==> src/rtl/health_monitor_pkg.sv <==
// +----------------------------------------------------------------------------+
// | health_monitor_pkg                                                         |
// | Shared constants and scheduler state encoding for the health monitor.      |
// | Rev 1.0                                                                    |
// +----------------------------------------------------------------------------+
`default_nettype none

package health_monitor_pkg;

  localparam int c_default_nch          = 4;
  localparam int c_default_w            = 8;
  localparam int c_default_alarm_thresh = 100;

  typedef enum logic [1:0] {
    ST_IDLE = 2'd0,
    ST_CALC = 2'd1,
    ST_RESP = 2'd2
  } sched_state_t;

endpackage

`default_nettype wire

==> src/rtl/rr_arbiter.sv <==
// +----------------------------------------------------------------------------+
// | rr_arbiter                                                                 |
// | Combinational round-robin pick starting one past the previous grant.       |
// | Rev 1.0                                                                    |
// +----------------------------------------------------------------------------+
`default_nettype none

module rr_arbiter #(
  parameter  int NCH = 4,
  localparam int CW  = $clog2(NCH)
) (
  input  logic [NCH-1:0] i_req,
  input  logic [CW-1:0]  i_last_grant,
  output logic [CW-1:0]  o_grant,
  output logic           o_any
);

  int w_idx;

  // Scan farthest offset first so the nearest requester after i_last_grant wins.
  always_comb begin
    o_grant = '0;
    o_any   = 1'b0;
    w_idx   = 0;
    for (int k = NCH; k >= 1; k--) begin
      w_idx = (int'(i_last_grant) + k) % NCH;
      if (i_req[CW'(w_idx)]) begin
        o_grant = CW'(w_idx);
        o_any   = 1'b1;
      end
    end
  end

endmodule

`default_nettype wire

==> src/rtl/sensor_abs_scheduler.sv <==
// +----------------------------------------------------------------------------+
// | sensor_abs_scheduler                                                       |
// | Round-robin time-sharing of one external absolute-value unit among NCH     |
// | sensor channels; optional sticky alarms enabled by SCHED_ALARM_EN.         |
// | Rev 1.0                                                                    |
// +----------------------------------------------------------------------------+
`default_nettype none

module sensor_abs_scheduler
  import health_monitor_pkg::*;
#(
  parameter  int NCH          = c_default_nch,
  parameter  int W            = c_default_w,
  parameter  int ALARM_THRESH = c_default_alarm_thresh,
  localparam int CW           = $clog2(NCH)
) (
  input  logic             clk,
  input  logic             rst_n,
  input  logic [NCH-1:0]   req,
  input  logic [NCH*W-1:0] data,
  output logic [NCH-1:0]   ack,
  output logic [W-1:0]     abs_in,
  input  logic [W-1:0]     abs_out,
  output logic             res_valid,
  input  logic             res_ready,
  output logic [W-1:0]     res_data,
  output logic [CW-1:0]    res_ch,
  output logic [NCH-1:0]   alarm
);

  sched_state_t  r_state;
  sched_state_t  w_next;
  logic [CW-1:0] r_last_grant;
  logic [CW-1:0] w_grant;
  logic          w_any;
  logic [W-1:0]  w_sample;
  logic [W-1:0]  r_abs_in;
  logic [W-1:0]  r_res_data;
  logic [CW-1:0] r_res_ch;

  rr_arbiter #(.NCH(NCH)) u_arb (
    .i_req        (req),
    .i_last_grant (r_last_grant),
    .o_grant      (w_grant),
    .o_any        (w_any)
  );

  assign w_sample = data[int'(w_grant)*W +: W];

  always_ff @(posedge clk or negedge rst_n) begin
    if (!rst_n) r_state <= ST_IDLE;
    else        r_state <= w_next;
  end

  always_comb begin
    w_next    = r_state;
    ack       = '0;
    res_valid = 1'b0;
    case (r_state)
      ST_IDLE: if (w_any) w_next = ST_CALC;
      ST_CALC: begin
        ack[r_last_grant] = 1'b1;
        w_next            = ST_RESP;
      end
      ST_RESP: begin
        res_valid = 1'b1;
        if (res_ready) w_next = ST_IDLE;
      end
      default: w_next = ST_IDLE;
    endcase
  end

  // r_last_grant doubles as the in-flight channel while in CALC/RESP.
  always_ff @(posedge clk or negedge rst_n) begin
    if (!rst_n) begin
      r_last_grant <= CW'(NCH-1);
      r_abs_in     <= '0;
      r_res_data   <= '0;
      r_res_ch     <= '0;
    end else begin
      if (r_state == ST_IDLE && w_any) begin
        r_abs_in     <= w_sample;
        r_last_grant <= w_grant;
      end
      if (r_state == ST_CALC) begin
        r_res_data <= abs_out;
        r_res_ch   <= r_last_grant;
      end
    end
  end

  assign abs_in   = r_abs_in;
  assign res_data = r_res_data;
  assign res_ch   = r_res_ch;

`ifdef SCHED_ALARM_EN
  logic [NCH-1:0] r_alarm;

  always_ff @(posedge clk or negedge rst_n) begin
    if (!rst_n)
      r_alarm <= '0;
    else if (r_state == ST_CALC && abs_out > W'(ALARM_THRESH))
      r_alarm[r_last_grant] <= 1'b1;
  end

  assign alarm = r_alarm;
`else
  logic [W-1:0] w_unused_thresh;
  assign w_unused_thresh = W'(ALARM_THRESH);
  assign alarm           = '0;
`endif

endmodule

`default_nettype wire
==> config.mk <==
export PLATFORM = sky130hd
export DESIGN_NAME = sensor_abs_scheduler
export DESIGN_NICKNAME = d
export VERILOG_FILES = /design/src/rtl/health_monitor_pkg.sv /design/src/rtl/rr_arbiter.sv /design/src/rtl/sensor_abs_scheduler.sv
export SDC_FILE = /design/constraint.sdc
export NUM_CORES = 1
export LEC_CHECK = 0
export ABC_AREA = 1
export CORE_ASPECT_RATIO = 0.6
export CORE_MARGIN = 4
export CORE_UTILIZATION = 46
export CTS_CLUSTER_SIZE = 24
export DETAILED_ROUTE_END_ITERATION = 8
export MAX_ROUTING_LAYER = met4
export PLACE_DENSITY = 0.82
export SETUP_SLACK_MARGIN = 0.3
export SYNTH_ARGS = -nofsm -noshare
export SYNTH_HDL_FRONTEND = slang
export SYNTH_SLANG_ARGS = --single-unit
==> constraint.sdc <==
create_clock -name clk -period 5.2 [get_ports clk]
set_input_delay 0.52 -clock clk [delete_from_list [all_inputs] [get_ports clk]]
set_output_delay 0.52 -clock clk [all_outputs]
set_load 0.01 [all_outputs]
==> results.ini <==
[drt]
postRouteAntennaNets = 0
routed-via-count = 1559
first_pass_iters = 4
vias_per_cell = 4.612
drt-total-wl_um = 4159
drt_iter0_markers = 71
wl_per_cell_um = 12.30
post-route-drc-count = 0

[setup_path]
worst_ep_required_time_ps = 4680
setup.worst_path.start_class = flip-flop
ff2ff_path_depth = 13
crit_arrival_ps = 1990
crit_type = flip-flop to output pin
cp_max_fo = 12
end_kind = output pin

[cells_and_area]
antenna_cells = 0
drive_gt1_share_pct = 16.38
fin_nets = 345
final_cell_area_um2 = 2431
syn2layout_area_growth_pct = 43.29
postLayoutCoreUtil_pct = 71.43

[yosys]
synth.area.top_cells = dfrtp_1 (29%), nand2_1 (13%), inv_1 (10%)
yosysTopAreaCellShare_pct = 29.50
yosysWarnings = 0
synth_area_per_cell_um2 = 7.474
ys_ff_latch = 22
synth.distinct_cells = 28
synthArstFlopShare_pct = 100.0
synthCells = 227
synth_edf_count = 0
yosysTopAreaCell = dfrtp_1
synth.yosys.seq_area_share_pct = 32.60
syn_area_um2 = 1697
synth_ff_type = dfrtp_1

[die]
start_util_pct = 49.85
die_y_um = 55.04
io_pins = 74
dieArea_um2 = 4756
rows = 16
die_w_um = 86.41
core_area_um2 = 3403

[power_and_ir_drop]
power_density_nw_per_um2 = 704.0
irDropWorstVdd_v = 0.0003543
power.leakage_nw = 1.260

[timing]
worst-slew-pin-transition_ps = 948.9
worst_slack_ps = 2688
tns_ps = 0
fmaxAchievable_mhz = 398.0
rsz0062_at_grt = no
slew_headroom_pct = 36.54
skew_ps = 4.893
finalHoldViolCount = 0
fin_crit_sh_pct = 48.32
whs_ps = 489.6
setup_viol = 0
report.final.slew_viol_count = 0
finalCriticalPeriod_ps = 2512

[global_route]
grt-ovfl-total = 0
antenna_found_initial = 0
grt_max_degree = 23
grt_usage_pct = 19.05
grt_pass1_vias = 1490
grt_pass1_wl_um = 6893

[placement]
place_ws_ps = 2789
port_buffers = 69
gp_congestion = 0.8300
hpwlAfterDp_um = 3365
dpl-instance-area_um2 = 2360

[clock_network]
post-cts-setup-buffers = 0
cts_root_buf = clkbuf_8
cts_buffer_depth = 2
hold_buffers = 0
htreeDepth = 1
clk_latency_ps = 260
clock_sinks = 22
cts_tree = done
clk_pin_slew_ps = 80
cts_resized = 0
cts_buffers = 3

[job]
maxCapViolCount = 0

[outcome]
outcome = complete, no violations

[min_path]
worst_hold_path.num_cells = 2
hold_path_class = flip-flop to flip-flop

[layout by cell type (no fill, tap or decap)]
cell and count:
inv_1 47, nand2_4 3, o21ai_4 1, nand3_2 3
mux2_2 8, inv_6 1, conb_1 4, clkdlybuf4s50_1 69
o21ai_1 2, o21ai_0 2, o21ai_2 1, bufinv_16 1
nor2_4 1, a21oi_4 1, nand3_1 32, inv_4 1
nor2_1 6, ha_1 4, nor3_1 1, nand2_2 17
nand3_4 1, nand2_8 2, clkbuf_8 3, dfrtp_1 20
nand2_1 58, dfstp_2 2, inv_2 2
[registers in the layout, indices dropped and copies added, names as in the netlist]
| register | flops |
|---|---|
| res_ch | 2 |
| abs_in | 8 |
| r_last_grant | 2 |
| res_data | 8 |
| r_state | 2 |
[per-layer routing]
metal	part of all wire [%]	global-route usage (%)	up-vias
li1	-	-	808
met1	47	24.77	688
met2	46	31.47	59
met3	6.6	4.290	4
met4	0.65	3.109	0
met5	0	-	-
[final timing paths]
check | from | slack [ps] | endpoint
max reg2reg | r_last_grant[0] | 2760 | abs_in[3]
max | r_last_grant[0] | 2690 | ack[3]
max in group asynchronous | rst_n | 3840 | abs_in[6]
min in group asynchronous | rst_n | 780 | res_data[7]
min reg2reg | res_ch[1] | 490 | res_ch[1]
min | res_ch[1] | 490 | res_ch[1]
[synth_stat cells, types with 2 or more instances]
cell,number
nand3_1,32
buf_4,5
nand3_2,3
ha_1,4
mux2_2,8
o21ai_1,2
inv_1,47
buf_6,3
nand2_1,58
nand2_4,3
o21ai_0,2
dfrtp_1,20
inv_2,2
nor2_1,6
dfstp_2,2
nand2_2,17
nand2_8,2
[stage by stage]
step,instances,total power [W]
2_1_floorplan,230,0.001281
3_3_place_gp,334,0.001510
3_5_place_dp,334,0.001549
4_1_cts,338,0.001718
5_1_grt,338,0.001867
6_report,338,0.001711
[report_power, final]
| group | switching (W) | internal [W] |
|---|---|---|
| logic | 0.000706 | 0.000499 |
| registers | 0.0000788 | 0.000270 |
| clock network | 0.0000543 | 0.000103 |
| total | 0.000840 | 0.000872 |
[cell families after synthesis]
logic type      after synthesis  synth area share, %
buf+inv                      61                17.33
mux                           8                5.310
other cells                   1               0.2210
compound gates                7                3.614
fa+ha+maj                     4                2.950
flops                        22                32.60
simple gates                124                37.98
[cell type report]
type	instances	area, um^2
Fill cell	283	972.2
Timing Repair Buffer	69	690.7
Clock inverter	1	30.03
Multi-Input combinational cell	147	860.8
Tap cell	45	56.30
Sequential cell	22	553.0
Clock buffer	3	41.29
Inverter	51	198.9
[worst max-delay path, stage by stage, from the launching register on]
cell,delay [ps]
dfstp_2,820
ha_1,220
inv_1,50
nor2_1,90
clkdlybuf4s50_1,560
Power figures use the tool's default switching activity.
